`config.mk`:
```
export PLATFORM = sky130hd
export DESIGN_NAME = calc_arbiter
export DESIGN_NICKNAME = d
export VERILOG_FILES = /design/src/rtl/calc_arb_pkg.sv /design/src/rtl/rr_picker.sv /design/src/rtl/calc_arbiter.sv
export SDC_FILE = /design/constraint.sdc
export NUM_CORES = 1
export LEC_CHECK = 0
export ABC_AREA = 1
export CORE_ASPECT_RATIO = 0.5
export CORE_MARGIN = 1.5
export CORE_UTILIZATION = 43
export DETAILED_ROUTE_END_ITERATION = 12
export PLACE_DENSITY = 0.8
export SLEW_MARGIN = 20
export SYNTH_ARGS = -nofsm -noshare
export SYNTH_HDL_FRONTEND = slang
export SYNTH_HIERARCHICAL = 1
export SYNTH_SLANG_ARGS = --single-unit
```
`constraint.sdc`:
```
create_clock -name clk -period 1.6 [get_ports clk]
set_clock_uncertainty 0.2 [all_clocks]
set_input_delay 0.16 -clock clk [delete_from_list [all_inputs] [get_ports clk]]
set_output_delay 0.16 -clock clk [all_outputs]
set_load 0.05 [all_outputs]
```
`src/rtl/calc_arb_pkg.sv`:
```
// calc_arb_pkg: shared FSM encoding, widths and op codes for calc_arbiter.
package calc_arb_pkg;
  localparam int OP_W = 2;
  localparam int DATA_W = 4;
  typedef enum logic [2:0] {S_IDLE, S_LAUNCH, S_WAIT, S_RESP, S_DRAIN} state_e;
  typedef enum logic [OP_W-1:0] {OP_ADD, OP_SUB, OP_AND, OP_OR} op_e;
endpackage

```
`src/rtl/rr_picker.sv`:
```
// rr_picker: first pending request at or above ptr_i, wrapping, as one-hot and index.
module rr_picker #(
  parameter int NREQ = 2,
  parameter int IW = 1
) (
  input  logic [NREQ-1:0] req_i,
  input  logic [IW-1:0]   ptr_i,
  output logic [NREQ-1:0] gnt_o,
  output logic [IW-1:0]   idx_o,
  output logic            vld_o
);
  always_comb begin
    idx_o = '0;
    vld_o = 1'b0;
    // Walk from the farthest slot back so the closest one to ptr_i wins.
    for (int k = NREQ - 1; k >= 0; k--) begin
      if (req_i[(int'(ptr_i) + k) % NREQ]) begin
        idx_o = IW'((int'(ptr_i) + k) % NREQ);
        vld_o = 1'b1;
      end
    end
    gnt_o = vld_o ? NREQ'(1) << idx_o : '0;
  end
endmodule

```
`src/rtl/calc_arbiter.sv`:
```
// calc_arbiter: round-robin sharing of one small_calc_top between NREQ requesters,
// with registered operands, one-cycle ack and a watchdog on the calculator's done.
module calc_arbiter
  import calc_arb_pkg::*;
#(
  parameter int NREQ = 2,
  parameter int TIMEOUT = 15
) (
  input  logic                   clk,
  input  logic                   rst_n,
  input  logic [NREQ-1:0]        req_i,
  input  logic [OP_W*NREQ-1:0]   op_flat_i,
  input  logic [DATA_W*NREQ-1:0] x_flat_i,
  input  logic [DATA_W*NREQ-1:0] y_flat_i,
  output logic [NREQ-1:0]        ack_o,
  output logic [DATA_W-1:0]      rsp_data_o,
  output logic                   err_o,
  output logic                   busy_o,
  output logic                   go_calc_o,
  output logic [OP_W-1:0]        calc_op_o,
  output logic [DATA_W-1:0]      calc_x_o,
  output logic [DATA_W-1:0]      calc_y_o,
  input  logic                   calc_done_i,
  input  logic [DATA_W-1:0]      calc_out_i
);
  localparam int IW = (NREQ > 1) ? $clog2(NREQ) : 1;
  localparam int WW = $clog2(TIMEOUT + 1);
  state_e state_q, state_d;
  logic [IW-1:0] rr_q, rr_d, g_q, g_d, pick_idx;
  logic [NREQ-1:0] pick_gnt;
  logic pick_vld;
  logic [OP_W-1:0] op_q, op_d;
  logic [DATA_W-1:0] x_q, x_d, y_q, y_d, rsp_q, rsp_d;
  logic [WW-1:0] wdog_q, wdog_d;
  logic err_q, err_d;
  rr_picker #(.NREQ(NREQ), .IW(IW)) u_pick (
    .req_i(req_i),
    .ptr_i(rr_q),
    .gnt_o(pick_gnt),
    .idx_o(pick_idx),
    .vld_o(pick_vld)
  );
  always_ff @(posedge clk or negedge rst_n) begin
    if (!rst_n) begin
      state_q <= S_IDLE;
      rr_q    <= '0;
      g_q     <= '0;
      op_q    <= '0;
      x_q     <= '0;
      y_q     <= '0;
      wdog_q  <= '0;
      rsp_q   <= '0;
      err_q   <= 1'b0;
    end else begin
      state_q <= state_d;
      rr_q    <= rr_d;
      g_q     <= g_d;
      op_q    <= op_d;
      x_q     <= x_d;
      y_q     <= y_d;
      wdog_q  <= wdog_d;
      rsp_q   <= rsp_d;
      err_q   <= err_d;
    end
  end
  always_comb begin
    state_d = state_q;
    rr_d    = rr_q;
    g_d     = g_q;
    op_d    = op_q;
    x_d     = x_q;
    y_d     = y_q;
    wdog_d  = wdog_q;
    rsp_d   = rsp_q;
    err_d   = err_q;
    case (state_q)
      S_IDLE: if (pick_vld) begin
        g_d = pick_idx;
        for (int i = 0; i < NREQ; i++) begin
          if (pick_gnt[i]) begin
            op_d = op_flat_i[i*OP_W +: OP_W];
            x_d  = x_flat_i[i*DATA_W +: DATA_W];
            y_d  = y_flat_i[i*DATA_W +: DATA_W];
          end
        end
        state_d = S_LAUNCH;
      end
      S_LAUNCH: begin
        wdog_d  = '0;
        state_d = S_WAIT;
      end
      // A done arriving on the timeout cycle still wins over the abort.
      S_WAIT: begin
        wdog_d = wdog_q + WW'(1);
        if (calc_done_i) begin
          rsp_d   = calc_out_i;
          err_d   = 1'b0;
          state_d = S_RESP;
        end else if (wdog_q == WW'(TIMEOUT)) begin
          rsp_d   = '0;
          err_d   = 1'b1;
          state_d = S_RESP;
        end
      end
      S_RESP: begin
        rr_d    = (g_q == IW'(NREQ - 1)) ? '0 : g_q + IW'(1);
        state_d = S_DRAIN;
      end
      S_DRAIN: state_d = (err_q || !calc_done_i) ? S_IDLE : S_DRAIN;
      default: state_d = S_IDLE;
    endcase
  end
  always_comb begin
    go_calc_o  = state_q == S_LAUNCH;
    busy_o     = state_q != S_IDLE;
    ack_o      = (state_q == S_RESP) ? NREQ'(1) << g_q : '0;
    rsp_data_o = (state_q == S_RESP) ? rsp_q : '0;
    err_o      = (state_q == S_RESP) && err_q;
  end
  assign calc_op_o = op_q;
  assign calc_x_o  = x_q;
  assign calc_y_o  = y_q;
endmodule

```
## After elaboration in Yosys (flattened, before gate mapping)

Cells that the tools add are included.

- Add/sub/neg operators: 3
- $lt $le $gt $ge: 2
- Eq/ne operators: 7
- Shift operators: 2
- Muxes and demuxes: 29
- Bitwise logic cells: 1
- Reductions and logical operators: 12

Operators by type and width:

| cell | count |
|---|---|
| $mux W4 | 7 |
| $pmux W3 S5 | 1 |
| $mux W1 | 12 |
| $mux W3 | 4 |
| $mux W2 | 4 |
| $pmux W4 S2 | 1 |
| $eq A3 B2 Y1 const B | 2 |
| $reduce_and A2 Y1 | 3 |
| $reduce_bool A2 Y1 | 3 |
| $add A4 B1 Y4 const B | 1 |
| $eq A4 B4 Y1 const B | 1 |
| $shl A1 B1 Y2 const A | 2 |
| $eq A3 B1 Y1 const B | 1 |
| $eq A3 B3 Y1 const B | 1 |
| $logic_not A3 Y1 | 1 |
| $lt A2 B3 Y1 const B | 1 |
| $ne A3 B3 Y1 const B | 1 |
| $reduce_and A3 Y1 | 1 |
| $reduce_bool A3 Y1 | 1 |
| $add A1 B1 Y1 const B | 2 |
| $lt A1 B2 Y1 const B | 1 |
| $ne A2 B2 Y1 const B | 1 |
| $and A1 B1 Y1 const A | 1 |
| $logic_and A1 B1 Y1 | 1 |
| 2 further kinds | 2 |

- Register bits after elaboration: 24
- Input bits: 29
- Output and inout bits: 19
- Word-level logic and storage cells: 65

## Longest topological paths before layout

Gate-level depths: netlist (run 1).

- Word-level depth: 11
- Gate-level depth with buffers: 7
- Depth with buffers taken out: 7

## Cells and area by module

Netlist (run 1), hierarchy kept.

Modules (own cells, without submodules):

| module | instances | cells each | area an instance (µm²) |
|---|---|---|---|
| calc_arbiter | 1 | 167 | 1226.2 |
| rr_picker | 1 | 7 | 30.0 |

## Worst setup path before layout (run 1)

Ideal clock, no wire load.

- Kind: register to output
- Start: register state_q[2]
- End: output port ack_o[0]
- Data arrival time: 1378 ps
- Required time: 1240 ps
- Slack: -138 ps
- Cell stages (with the launch flop): 4
- Cell sequence: dfrtp_1 > inv_1 > nand3_2 > nor2_1

- Longest elaborated chain between the ends: 2

RTL lines:

| element | line | RTL |
|---|---|---|
| start, declared | calc_arbiter.sv:28 | `state_e state_q, state_d;` |
| start signal, assigned | calc_arbiter.sv:55 | `state_q <= state_d;` |
| $eq A3 B2 Y1 | calc_arbiter.sv:116 | `ack_o = (state_q == S_RESP) ? NREQ'(1) << g_q : '0;` |
| $mux W2 | calc_arbiter.sv:116 |  |
| end, declared | calc_arbiter.sv:15 | `output logic [NREQ-1:0] ack_o,` |

Every way passes these cells.

## Final worst setup path (run 1)

- Start: register state_q[2]
- End: output port ack_o[1]

The elaborated chain is that of the path after synthesis.

==> results of run 1 <==
[worst max-delay path: stages, from the launching register on]
cell	delay (ps)
dfrtp_1	420
inv_2	110
nand3_4	100
buf_12	160
nor2_4	130
buf_12	150
[cells in the final DEF (no fill, tap or decap)]
cell type | netlist | routed
inv_1 | 16 | 12
nand3_2 | 2 | 8
buf_8 | 0 | 1
nand4_1 | 1 | 1
bufinv_16 | 0 | 1
or2_2 | 1 | 1
o21ai_0 | 3 | 3
nor2_1 | 10 | 1
dfrtp_2 | 0 | 2
buf_4 | 0 | 16
ha_1 | 1 | 1
a21oi_4 | 0 | 1
nand3_1 | 19 | 12
buf_6 | 1 | 6
buf_12 | 0 | 19
a21oi_2 | 0 | 1
nor2_4 | 2 | 11
nand3_4 | 0 | 1
clkbuf_8 | 0 | 3
clkdlybuf4s50_1 | 0 | 27
a21oi_1 | 3 | 1
dlymetal6s2s_1 | 0 | 1
inv_4 | 0 | 1
inv_2 | 2 | 6
nand2_4 | 0 | 3
nand2_2 | 3 | 6
nand2_1 | 83 | 78
dfrtp_1 | 24 | 22
[routing by layer]
| layer | global-route usage | routed length [um] | vias to the layer above |
|---|---|---|---|
| met3 | 0.0600 | 513 | 46 |
| met4 | 0.206 | 363 | 0 |
| met1 | 0.326 | 2280 | 792 |
| met5 | 0 | 0 | - |
| met2 | 0.642 | 2940 | 151 |
| li1 | - | - | 677 |
[kinds of logic (layout without fill, tap and decap cells)]
logic type | after synthesis | in the layout | share of synthesized area
and+or+nand+nor | 121 | 122 | 0.412
DFF | 24 | 24 | 0.478
buffers and inverters | 22 | 93 | 0.0757
AOI/OAI and AO/OA | 6 | 6 | 0.0239
adders and majority gates | 1 | 1 | 0.00996
[cell type report]
cell class	instances	area (um2)
fillers	99	304
flip-flops and latches	24	603
multi-input cells	129	719
inverters	19	73.8
well taps	37	46.3
clock inverters	1	30.0
repair buffers	70	866
clock buffers	3	41.3
[what timing repair did]
action | 4_1_cts | 5_1_grt
pin swaps | 1 | 20
setup endpoints to repair | 19 | 19
gates cloned | 0 | 1
gates resized for setup | 26 | 29
setup buffers | 8 | 7
[worst paths after layout]
check / from / end / slack, ps / cells past startpoint
max: state_q[2] / ack_o[1] / -120 / 5
min: rst_n / g_q / 40 / 2
max reg2reg: rr_q / calc_y_o[2] / -100 / 7
min reg2reg: err_q / err_q / 310 / 2
max in group asynchronous: rst_n / state_q[1] / 890 / 2
min in group clk: calc_out_i[3] / rsp_q[3] / 250 / 3
[flip-flops by register name (all words and copies together), names as in the netlist, 2 cells and up]
signal and count:
calc_x_o 4, calc_y_o 4, rsp_q 4, wdog_q 4
state_q 3, calc_op_o 2
[power by group through the flow]
stage	clock network, mW	logic [mW]	registers (mW)
detailed placement	0	2.38	1.17
CTS	0.539	2.77	1.16
floorplan	0	0.995	1.45
finish	0.554	3.33	1.22
global route	0.570	3.43	1.24
global placement	0	2.31	1.15
==> impl_metrics.ini, run 1 <==
[sta]
fin_hold_ws_ps = 37.0
fin_tns_setup_ps = -1470
max_freq_mhz = 582
worst_slew_pin_slew_ps = 332
final.period_utilization = 1.07
layout_setup_ws_ps = -118
rsz0062_at_grt = true
setup_viol = 19
relSlewSlack = 0.778
maxSlewViolCount = 0
post-route-min-period_ps = 1720
finalHoldViolCount = 0

[place]
pre_cts_slack_ps = -419
gp_congestion = 0.750
dpl.cell_count = 263
place_area_mm2 = 0.00199
port_buffers = 47
hpwl_um = 2550

[drt]
ant_nets = 0
via_count = 1666
post-route-drc-count = 0
drt_iter0_drc = 163
wl_per_cell_um = 21.5
first_pass_iters = 7
post_drt_via_cell_ratio = 5.89
finalWirelength_um = 6090

[synthesis]
syn_nets = 204
netlist_top_cells_count = nand2_1, dfrtp_1, nand3_1
synth_seq_cells = 24
postSynth.topFlopCell = dfrtp_1
synth_most_common_cell = nand2_1
synth_area_per_cell_um2 = 7.22
synth-async-reset-ratio = 1.00
yosysTopAreaCell = dfrtp_1
ys_top_cells_by_area = dfrtp_1, nand2_1, nand3_1, inv_1, nor2_1
synth_cell_types = 18
synth_cells = 174
synth_edf_count = 0
ys_seq_area_frac = 0.478
syn_area_mm2 = 0.00126
yosysTopAreaCellShare = 0.478
yosys_warnings = 6

[worst_setup_path]
worstSetupEndpointType = primary output
criticalPathCategory = register to primary output
critPathArrivalTime_ps = 1360
start_kind = register
required_ps = 1240
critPathMaxFanout = 5

[pwr]
p_leak_nw = 1.19
ir_worst_vdd_mv = 1.53
p_total_mw = 5.10
switchingPower_mw = 2.49
p_int_mw = 2.61
power_frac_seq = 0.239
combPwrFrac = 0.652
switching_share = 0.489
power_density_mw_per_mm2 = 2140
clkPwrFrac = 0.109

[clock_tree]
path_clk_slew_ps = 90
cts_buffers = 3
ctsHtreeMaxLevel = 1
cts_tree = done
worstSkewPairLatency_ps = 280
cts_buffer_depth = 2
holdBufCountCts = 0
root_buffer = clkbuf_8
cts.sinks = 24

[layout]
syn2layout_area_growth_pct = 89.4
post-route-util = 0.887
diodes = 0
stdcell_count = 283
postLayoutCellArea_mm2 = 0.00238
drive_above_1_share = 0.354
nNetsFinal = 277

[run_status]
status = finished with violations
violations = negative setup slack

[grt]
grt_pass1_wl_um = 7350
grt-ovfl-total = 0
grt_max_degree = 25
antenna_found_initial = 0
grt_pass1_vias = 1547
grtUsageTotal = 0.317

[die]
die_area_mm2 = 0.00327
dieWidth_um = 79.4
die_y_um = 41.2
rows = 13
coreArea_mm2 = 0.00268
ioPinCount = 48
initial_core_util = 0.468

[hold_path]
hold_path.class = input pin to async pin

[flow_run]
cap_violations = 0
Power figures use the tool's default switching activity.
==> run 2: changes to the inputs <==
Settings changed: CORE_UTILIZATION 43 to 46, PLACE_DENSITY 0.8 to 0.84.
Clock period 1.6 ns to 2.08 ns, I/O delays scaled along.
==> run 2 against run 1 <==
  * The run now ends clean
  * Sequential share of layout area up 6.0 points
  * Cell area decreased by 20%
  * Non-clock buffer count is 17 lower
  * Count of clock-buffer cells in the layout up 1
  * Power is 46% lower
  * Worst hold slack gained 49 ps
  * Critical path type unchanged
==> impl_metrics.ini, run 2 (same netlist as run 1, synthesis figures left out) <==
[run_status]
status = finished clean

[clock_tree]
path_clk_slew_ps = 80
root_buffer = clkbuf_8
holdBufCountCts = 0
cts_tree = done
post_cts.repair.setup_buffers = 0
cts.repair.resized = 0
cts.sinks = 24
cts_buffer_depth = 2
ctsHtreeMaxLevel = 1
cts_buffers = 3
worstSkewPairLatency_ps = 260

[sta]
maxSlewViolCount = 0
layout_setup_ws_ps = 155
setup_viol = 0
post-route-min-period_ps = 1920
rsz0062_at_grt = false
relSlewSlack = 0.658
finalHoldViolCount = 0
worst_slew_pin_slew_ps = 512
final.period_utilization = 0.925
fin_tns_setup_ps = 0
max_freq_mhz = 520

[worst_setup_path]
critPathMaxFanout = 10
worstSetupEndpointType = primary output
required_ps = 1670
start_kind = register
critPathArrivalTime_ps = 1520
criticalPathCategory = register to primary output

[drt]
via_count = 1242
post_drt_via_cell_ratio = 4.69
first_pass_iters = 5
drt_iter0_drc = 33
wl_per_cell_um = 10.8
ant_nets = 0
finalWirelength_um = 2860
post-route-drc-count = 0

[layout]
nNetsFinal = 259
multi_input_area_um2 = 561
final_common_cell = nand2_1
ff_latch_area_um2 = 601
syn2layout_area_growth_pct = 52.4
diodes = 0
nFillCells = 207
layout_common_cells = nand2_1, clkdlybuf4s50_1, dfrtp_1, nand3_1, inv_1
drive_above_1_share = 0.127

[die]
rows = 13
die_y_um = 40.0
die_area_mm2 = 0.00307
initial_core_util = 0.486
dieWidth_um = 76.9
ioPinCount = 48
coreArea_mm2 = 0.00259

[hold_path]
hold_path.class = input pin to async pin

[grt]
grt_pass1_wl_um = 4620
antenna_found_initial = 0
grt-ovfl-total = 0
grt_max_degree = 25
grt_pass1_vias = 1135
grtUsageTotal = 0.201

[pwr]
switching_share = 0.486
p_leak_nw = 1.00
power_frac_seq = 0.307
clkPwrFrac = 0.115
power_density_mw_per_mm2 = 1430
p_int_mw = 1.41
ir_worst_vdd_mv = 0.797
switchingPower_mw = 1.33
combPwrFrac = 0.578

[flow_run]
cap_violations = 0

[place]
pre_cts_slack_ps = 75.3
port_buffers = 47
gp_congestion = 0.782
hpwl_um = 2270
[run 2: cell type report]
class,count,share of cell area
well taps,37,0.0242
flip-flops and latches,24,0.314
clock buffers,4,0.0288
multi-input cells,128,0.293
inverters,19,0.0373
repair buffers,53,0.303
[run 2: stage by stage]
| stage | area, um2 | hold WS [ps] | power, mW | instances | util |
|---|---|---|---|---|---|
| finish | 1910 | 85.9 | 2.74 | 265 | 0.740 |
| global route | 1910 | 108 | 2.93 | 265 | 0.740 |
| CTS | 1910 | 97.9 | 2.76 | 265 | 0.740 |
| detailed placement | 1860 | 258 | 2.44 | 261 | 0.719 |
| global placement | 1860 | 255 | 2.40 | 261 | 0.719 |
| floorplan | 1260 | -288 | 1.88 | 174 | - |
[run 2: power by group through the flow]
| stage | Sequential, mW | Combinational, mW | Clock [mW] |
|---|---|---|---|
| finish | 0.841 | 1.59 | 0.315 |
| global route | 0.869 | 1.72 | 0.340 |
| CTS | 0.840 | 1.60 | 0.317 |
| detailed placement | 0.848 | 1.59 | 0 |
| global placement | 0.840 | 1.56 | 0 |
| floorplan | 1.12 | 0.766 | 0 |
[run 2: worst max-delay path, stage by stage (launching register included)]
cell	delay [ps]
dfrtp_1	430
inv_1	180
nand3_2	210
nor2_1	260
buf_12	170
[run 2: metal layers]
metal / up-vias / global-route usage / share of wire
li1: 640 / - / -
met1: 576 / 0.220 / 0.43
met2: 24 / 0.418 / 0.53
met3: 2 / 0.0500 / 0.034
met4: 0 / 0.0509 / 0.0066
met5: - / 0 / 0
[run 2: worst paths after layout]
path                       cells after the start          start  slack, ps             to
min                                            2          rst_n         90    calc_x_o[0]
max                                            4     state_q[2]        160  rsp_data_o[1]
max reg2reg                                    7           rr_q        380    calc_x_o[2]
min reg2reg                                    2   calc_op_o[0]        270   calc_op_o[0]
min in group clk                               3  calc_out_i[1]        270       rsp_q[1]
max in group asynchronous                      2          rst_n       1360      wdog_q[0]
==> run 3: changes to the inputs <==
Settings changed: ABC_AREA 1 to default.
==> run 3 against run 2 <==
  * Synthesized area about the same
  * Sequential share of layout area down 0.54 points
  * Fmax down 0.11%
  * Count of clock-buffer cells in the layout down 1
  * Register-to-register slack worse by 120 ps
  * Global-route usage down 2.1 points
  * Core utilization up 1.3 points
  * Critical path depth unchanged
==> impl_metrics.ini, run 3 <==
[run_status]
status = finished clean

[grt]
antenna_found_initial = 0
grt_pass1_vias = 902
grt-ovfl-total = 0
grt_max_degree = 25
grtUsageTotal = 0.180
grt_pass1_wl_um = 4090

[die]
rows = 13
die_y_um = 39.9
initial_core_util = 0.485
coreArea_mm2 = 0.00259
die_area_mm2 = 0.00307
ioPinCount = 48
dieWidth_um = 76.9

[worst_setup_path]
worstSetupEndpointType = primary output
critPathMaxFanout = 11
r2r-start = state_q[0]
required_ps = 1670
criticalPathCategory = register to primary output
start_kind = register
startpoint = state_q[2]
critPathArrivalTime_ps = 1520

[clock_tree]
cts_buffers = 3
root_buffer = clkbuf_8
post_cts.repair.setup_buffers = 0
cts.sinks = 24
cts_buffer_depth = 2
cts_tree = done
cts.repair.resized = 0
ctsHtreeMaxLevel = 1
holdBufCountCts = 0
path_clk_slew_ps = 90
worstSkewPairLatency_ps = 260

[synthesis]
netlist_top_cells_count = dfrtp_1, mux2_2, mux2_4
yosys_warnings = 6
synth_area_per_cell_um2 = 12.7
syn_nets = 129
syn_area_mm2 = 0.00125
ys_top_cells_by_area = dfrtp_1, mux2_4, mux2_2, a32o_1, and2_1
synth_edf_count = 0
synth_cell_types = 33
yosysTopAreaCellShare = 0.479
yosysTopAreaCell = dfrtp_1
synth_most_common_cell = dfrtp_1
postSynth.topFlopCell = dfrtp_1
synth-async-reset-ratio = 1.00
ys_seq_area_frac = 0.479
synth_seq_cells = 24
synth_cells = 99

[pwr]
p_int_mw = 1.75
clkPwrFrac = 0.134
ir_worst_vdd_mv = 0.869
p_leak_nw = 0.851
switchingPower_mw = 1.23
power_frac_seq = 0.285
p_total_mw = 2.98
power_density_mw_per_mm2 = 1530
combPwrFrac = 0.581
switching_share = 0.414

[drt]
finalWirelength_um = 2620
via_count = 978
wl_per_cell_um = 13.7
first_pass_iters = 4
drt_iter0_drc = 36
post_drt_via_cell_ratio = 5.12
ant_nets = 0
post-route-drc-count = 0

[sta]
max_freq_mhz = 519
finalHoldViolCount = 0
post-route-min-period_ps = 1930
final.period_utilization = 0.926
layout_setup_ws_ps = 153
fin_tns_setup_ps = 0
setup_viol = 0
fin_hold_ws_ps = 86.3
rsz0062_at_grt = false
worst_slew_pin_slew_ps = 509
relSlewSlack = 0.660
maxSlewViolCount = 0

[layout]
postLayoutCellArea_mm2 = 0.00195
post-route-util = 0.753
final_common_cell = clkdlybuf4s50_1
drive_above_1_share = 0.305
diodes = 0
syn2layout_area_growth_pct = 55.2
nNetsFinal = 185
stdcell_count = 191
layout_common_cells = clkdlybuf4s50_1, dfrtp_1, buf_4, mux2_2, mux2_4

[flow_run]
cap_violations = 0

[place]
pre_cts_slack_ps = -7.26
place_area_mm2 = 0.00188
gp_congestion = 0.730
hpwl_um = 2030
dpl.cell_count = 187
port_buffers = 47

[hold_path]
hold_path.class = input pin to async pin
-- run 3: final timing paths --
check | endpoint | cells past startpoint | slack (ps)
max | err_o | 4 | 150
min | rsp_q[0] | 2 | 90
max reg2reg | calc_op_o[0] | 4 | 260
min reg2reg | rsp_q[0] | 1 | 290
max in group asynchronous | rr_q | 2 | 1350
min in group clk | rsp_q[0] | 1 | 290
-- run 3: cell type report --
type,instances,area [um2]
well taps,37,46.3
flip-flops and latches,24,601
clock buffers,3,41.3
multi-input cells,66,608
inverters,3,11.3
repair buffers,57,611
clock inverters,1,30.0
fillers,157,638
-- run 3: worst max-delay path: stages (launching register included) --
cell and delay (ps):
dfrtp_1 410, buf_4 180, and3b_1 310, and2_1 210
buf_12 150
-- run 3: power by group through the flow --
stage / clock (mW) / combinational (mW) / sequential (mW)
3_5_place_dp: 0 / 1.73 / 0.858
5_1_grt: 0.438 / 1.82 / 0.880
2_1_floorplan: 0 / 0.879 / 1.14
6_report: 0.400 / 1.73 / 0.850
3_3_place_gp: 0 / 1.70 / 0.848
4_1_cts: 0.411 / 1.74 / 0.852
-- run 3: cells by family after synthesis --
family	after synthesis	synth area share
buffers and inverters	9	0.0409
DFF	24	0.479
and+or+nand+nor	23	0.128
xor gates and xnor gates	1	0.00698
adders and majority gates	1	0.00997
muxes	22	0.226
AOI/OAI and AO/OA	19	0.110
-- run 3: layer usage --
metal  global-route usage  share of wire  up-vias
met2                0.332           0.51       18
met3               0.0500          0.028        0
met4               0.0417              0        0
met1                0.221           0.46      493
li1                     -              -      467
met5                    0              0        -
==> variant 1: new RTL, settings of run 3 <==
Register the output `err_o`; this adds one clock of latency there. The other outputs are not delayed to match.
--- a/src/rtl/calc_arbiter.sv
+++ b/src/rtl/calc_arbiter.sv
@@ -26,4 +26,6 @@
   localparam int IW = (NREQ > 1) ? $clog2(NREQ) : 1;
   localparam int WW = $clog2(TIMEOUT + 1);
+
+  logic err_c;
   state_e state_q, state_d;
   logic [IW-1:0] rr_q, rr_d, g_q, g_d, pick_idx;
@@ -116,9 +118,13 @@
     ack_o      = (state_q == S_RESP) ? NREQ'(1) << g_q : '0;
     rsp_data_o = (state_q == S_RESP) ? rsp_q : '0;
-    err_o      = (state_q == S_RESP) && err_q;
+    err_c      = (state_q == S_RESP) && err_q;
   end
   assign calc_op_o = op_q;
   assign calc_x_o  = x_q;
   assign calc_y_o  = y_q;
+  always_ff @(posedge clk) begin
+    err_o <= err_c;
+  end
+
 endmodule
 
Behaviour: same outputs for any inputs over 10 cycles, from zero or initial values and one cycle with rst_n low; that may be too few to reach the edited logic, so the function may still have changed.
==> variant 1 against run 3 <==
- synthesized cell count rose by 1.0%
- final area fell by 1.7%
- non-clock buffer count decreased by 4
- sequential cell count grew 1
- routed wire length up 2.5%
- critical endpoint is now rsp_data_o[1]
- area after synthesis grew 1.6%
- setup slack got worse by 0.039 ns
- power decreased by 3.5%
==> variant 1: results (changes against run 3) <==
status - finished clean
Synth top area share - 47.1% (-0.75 points)
Worst-path clk slew - 0.08 ns
dpl hpwl - 2.01 mm (-0.87%)
fraction of registers with async set or reset after synthesis - 96.0% (-4.0 points)
CTS buffer count - 3 (unchanged)
clock latency on the worst-skew pair - 0.26 ns (about the same)
Hold Path Class - in2async
htree depth - 1 (unchanged)
Post-DP Area - 0.00187 mm2 (-0.40%)
Synth cell types - 34 (+3.0%)
relative slew slack - 59.3% (-6.6 points)
Post-CTS Setup Inserts - 0 (unchanged)
fill count - 170 (+8.3%)
first-pass GRT wire length - 4.12 mm (+0.68%)
largest area contributor in the netlist - dfrtp_1
number of global-route vias before repair - 888 (-1.6%)
PortBufs - 47 (unchanged)
gr usage total - 18.4% (+0.38 points)
largest net degree at the start of global routing - 25 (unchanged)
DRT Pass-1 Iters - 4 (unchanged)
Post-synth top cells - dfrtp_1, mux2_2, mux2_4, and2_1, o21ai_0
final worst slack - 0.114 ns (-0.0388 ns)
top post-synthesis cells by area - dfrtp_1, mux2_4, mux2_2, a32o_1, and2_1
pre-CTS setup slack - -0.0242 ns (-0.0169 ns)
RR Endpoint - calc_y_o[2]
gpl congestion - 0.781 (+7.1%)
leak pwr - 0.825 nW (-3.0%)
Critical R2R Launch - rr_q
Peak VDD IR - 0.718 mV (-17%)
Vias/cell - 5.18 (+1.2%)
syn nets - 130 (+0.78%)
hold slack - 0.0984 ns (+0.0121 ns)
Iteration-0 DRC Markers - 44 (+22%)
Final nets - 182 (-1.6%)
layout cells sized above 1 - 27.2% (-3.4 points)
post-CTS sizing - 0 (unchanged)
ANT cells - 0 (unchanged)
Multi-input gate area - 608 um2 (unchanged)
worst-path maximum fanout - 11 (unchanged)
Seq/Total Area, Yosys - 48.7% (+0.82 points)
worst reg-to-reg path cell count - 5 (+1)
r2r setup slk - 0.29 ns (+0.03 ns)
Data arrival, critical path - 1.56 ns (+0.04 ns)
routed wire length - 2.69 mm (+2.5%)
==> variant 1: critical path, cell delays in order, from the launching register on <==
cell     delay, ns
dfrtp_1       0.43
buf_4         0.19
and3b_1       0.32
and2_1        0.21
buf_12        0.15
==> variant 1: routing by layer <==
layer	vias up	share of wire, %	GRT usage, %
met5	-	0	0
met4	0	1.3	8.18
met3	4	4.1	5.00
met2	26	48	31.4
met1	478	46	23.0
li1	466	-	-
==> variant 1: kinds of logic after synthesis <==
kind of cell / count (synthesis) / share of synthesized area, %
buffers and inverters: 9 / 4.02
xor gates and xnor gates: 1 / 0.687
adders and majority gates: 1 / 0.981
AOI/OAI and AO/OA: 19 / 10.8
and+or+nand+nor: 23 / 12.6
muxes: 22 / 22.3
DFF: 25 / 48.7
==> variant 1: cell type report <==
class / count / area share, %
well taps: 37 / 2.42
inverters: 3 / 0.588
flip-flops and latches: 25 / 32.4
repair buffers: 53 / 30.5
clock buffers: 4 / 2.35
multi-input cells: 66 / 31.8
==> variant 1: through the flow <==
step                      power [mW]  std cells
final                           2.87        188
after global routing            3.03        188
after CTS                       2.89        188
after detailed placement        2.60        184
after global placement          2.57        184
after floorplan                 2.04        100
==> variant 1: worst max-delay path by stage <==
stage                from             to  cells after the start
2_1_floorplan  state_q[2]       ack_o[0]                      3
3_3_place_gp     req_i[1]    calc_y_o[2]                      5
3_5_place_dp     req_i[1]    calc_y_o[2]                      5
4_1_cts        state_q[2]  rsp_data_o[1]                      4
5_1_grt        state_q[2]  rsp_data_o[1]                      4
6_report       state_q[2]  rsp_data_o[1]                      4
==> variant 1: report_power, final <==
group          internal, mW  leakage [nW]  switching [mW]
Combinational         0.806         0.496           0.916
Sequential            0.698         0.306           0.174
Clock                 0.137        0.0228           0.143
==> variant 2: new RTL, flow settings as in run 3 <==
Made on the original files. Set the parameter `TIMEOUT` to 30 (it was 15).
--- a/src/rtl/calc_arbiter.sv
+++ b/src/rtl/calc_arbiter.sv
@@ -5,5 +5,5 @@
 #(
   parameter int NREQ = 2,
-  parameter int TIMEOUT = 15
+  parameter int TIMEOUT = 30
 ) (
   input  logic                   clk,
Behaviour: no difference found for any inputs over 10 cycles, from zero or initial values and one cycle with rst_n low; that may be too few to reach the edited logic, so the function may still have changed.
==> variant 2 against run 3 <==
- synthesized cell count increased by 2.0%
- power decreased by 4.8%
- cell count decreased by 0.52%
- sequential cell count increased by 1
- sequential share of layout area increased by 1.5 points
- non-clock buffer count decreased by 4
- critical endpoint unchanged
- area after synthesis increased by 1.3%
- combinational power decreased by 3%
- critical path type unchanged
- setup slack got worse by 0.0024 ns
- final area decreased by 0.71%
- routed wire length increased by 1.2%
- sequential power increased by 3.4%
- clock power decreased by 28%
==> variant 2: results (changes against run 3) <==
status - finished clean
largest net degree at the start of global routing - 26 (+4.0%)
mux share of post-synthesis cell area - 19.5% (-3.1 points)
Synth Area in Compound Gates - 10.1% (-0.83 points)
# DRC - 0 (unchanged)
Top reg by flops - wdog_q
Slew @ Worst Pin - 0.514 ns (+0.00480 ns)
post-synthesis xor/xnor area fraction - 2.07% (+1.4 points)
area share of fa/ha/maj cells after synthesis - 1.97% (+0.97 points)
PortBufs - 47 (unchanged)
layout cells sized above 1 - 28.8% (-1.8 points)
Synth Flop Type - dfrtp_1
gpl congestion - 0.698 (-4.4%)
syn nets - 132 (+2.3%)
Data arrival, critical path - 1.52 ns (about the same)
clk root buf - clkbuf_8
Via Count - 979 (+0.10%)
Synth cell types - 32 (-3.0%)
worst-path maximum fanout - 8 (-3)
clock latency on the worst-skew pair - 0.27 ns
dpl hpwl - 1.99 mm (-1.7%)
first-pass GRT wire length - 4.04 mm (-1.3%)
Peak VDD IR - 0.701 mV (-19%)
routed len/inst - 14.0 um (+1.7%)
fraction of registers with async set or reset after synthesis - 100% (unchanged)
Worst-path clk slew - 0.09 ns (about the same)
number of global-route vias before repair - 890 (-1.3%)
final setup vio count - 0 (unchanged)
DRT Pass-1 Iters - 4 (unchanged)
initial antenna violation count - 0 (unchanged)
Iteration-0 DRC Markers - 21 (-42%)
Max Buffers Root-to-Sink - 2 (unchanged)
htree depth - 1 (unchanged)
top post-synthesis cells by area - dfrtp_1, mux2_2, a32o_1, and3_1, a22o_1
CTS buffer count - 3 (unchanged)
Largest register FFs - 5
leak pwr - 0.857 nW (+0.76%)
Syn. warnings - 6 (unchanged)
Post-synth top cells - dfrtp_1, mux2_2, and3_1, a32o_1, inv_1
Final nets - 185 (unchanged)
Post-DP Area - 0.00189 mm2 (+0.53%)
Hold Path Class - in2async
fill count - 185 (+18%)
largest family of logic cells by synthesized area - multiplexers
ANT cells - 0 (unchanged)
Seq/Total Area, Yosys - 49.2% (+1.4 points)
gr usage total - 17.7% (-0.26 points)
==> variant 2: cell types whose count changed after synthesis, sizes merged, moves of 2 or more <==
cell   before  now
a22o        1    3
and3        1    6
nor2b       0    2
and2        6    0
o21ai       5    1
==> variant 2: layer usage <==
| layer | GRT usage, % | vias to the layer above | part of all wire (%) |
|---|---|---|---|
| li1 | - | 473 | - |
| met1 | 18.9 | 477 | 42 |
| met2 | 37.5 | 26 | 54 |
| met3 | 4.09 | 3 | 4.0 |
| met4 | 5.00 | 0 | 0.72 |
| met5 | 0 | - | 0 |
==> variant 2: cell families (layout without fill, tap and decap cells) <==
family,Yosys count,in the layout
flops,25,25
compound gates,16,16
fa+ha+maj,2,2
buf+inv,9,61
xor+xnor,3,3
mux,22,22
simple gates,24,24
==> variant 2: final timing paths <==
kind                            startpoint           end  slack (ns)  cells after the start
min in group clk                  rsp_q[3]      rsp_q[3]        0.29                      1
worst max register to register  state_q[2]  calc_op_o[0]        0.22                      4
worst max-delay path            state_q[1]         err_o        0.15                      3
worst min-delay path                 rst_n     wdog_q[4]        0.09                      2
max in group asynchronous            rst_n    state_q[2]        1.35                      2
worst min register to register    rsp_q[3]      rsp_q[3]        0.29                      1
==> variant 2: repair_timing <==
| item | 4_1_cts | 5_1_grt |
|---|---|---|
| setup buffers | 0 | 0 |
| endpoints found under the setup margin | 0 | 2 |
| resized for setup | 0 | 1 |
| hold buffers | 0 | 0 |
==> variant 2: report_power, final <==
part | switching [mW] | internal [mW]
logic | 0.928 | 0.742
registers | 0.177 | 0.702
clock network | 0.151 | 0.137
==> variant 2: area by class of cell <==
class                           instances  share of cell area, %
Multi-Input combinational cell         67                   31.5
Timing Repair Buffer                   53                   30.7
Tap cell                               37                   2.39
Clock buffer                            4                   2.33
Sequential cell                        25                   32.3
Inverter                                4                  0.776
==> variant 2: stage by stage <==
step	worst slack (ns)	instances	util, %	hold slack (ns)
after floorplan	0.198	101	-	-0.288
after global placement	0.00735	186	72.5	0.270
after detailed placement	-0.0300	186	72.5	0.277
after CTS	0.0822	190	74.2	0.0934
after global routing	0.0800	190	74.3	0.115
final	0.151	190	74.3	0.0899
==> variant 2: worst max-delay path: stages, from the launching register on <==
cell and delay [ns]:
dfrtp_1 0.53, nor2b_2 0.31, and3_1 0.25, buf_12 0.15
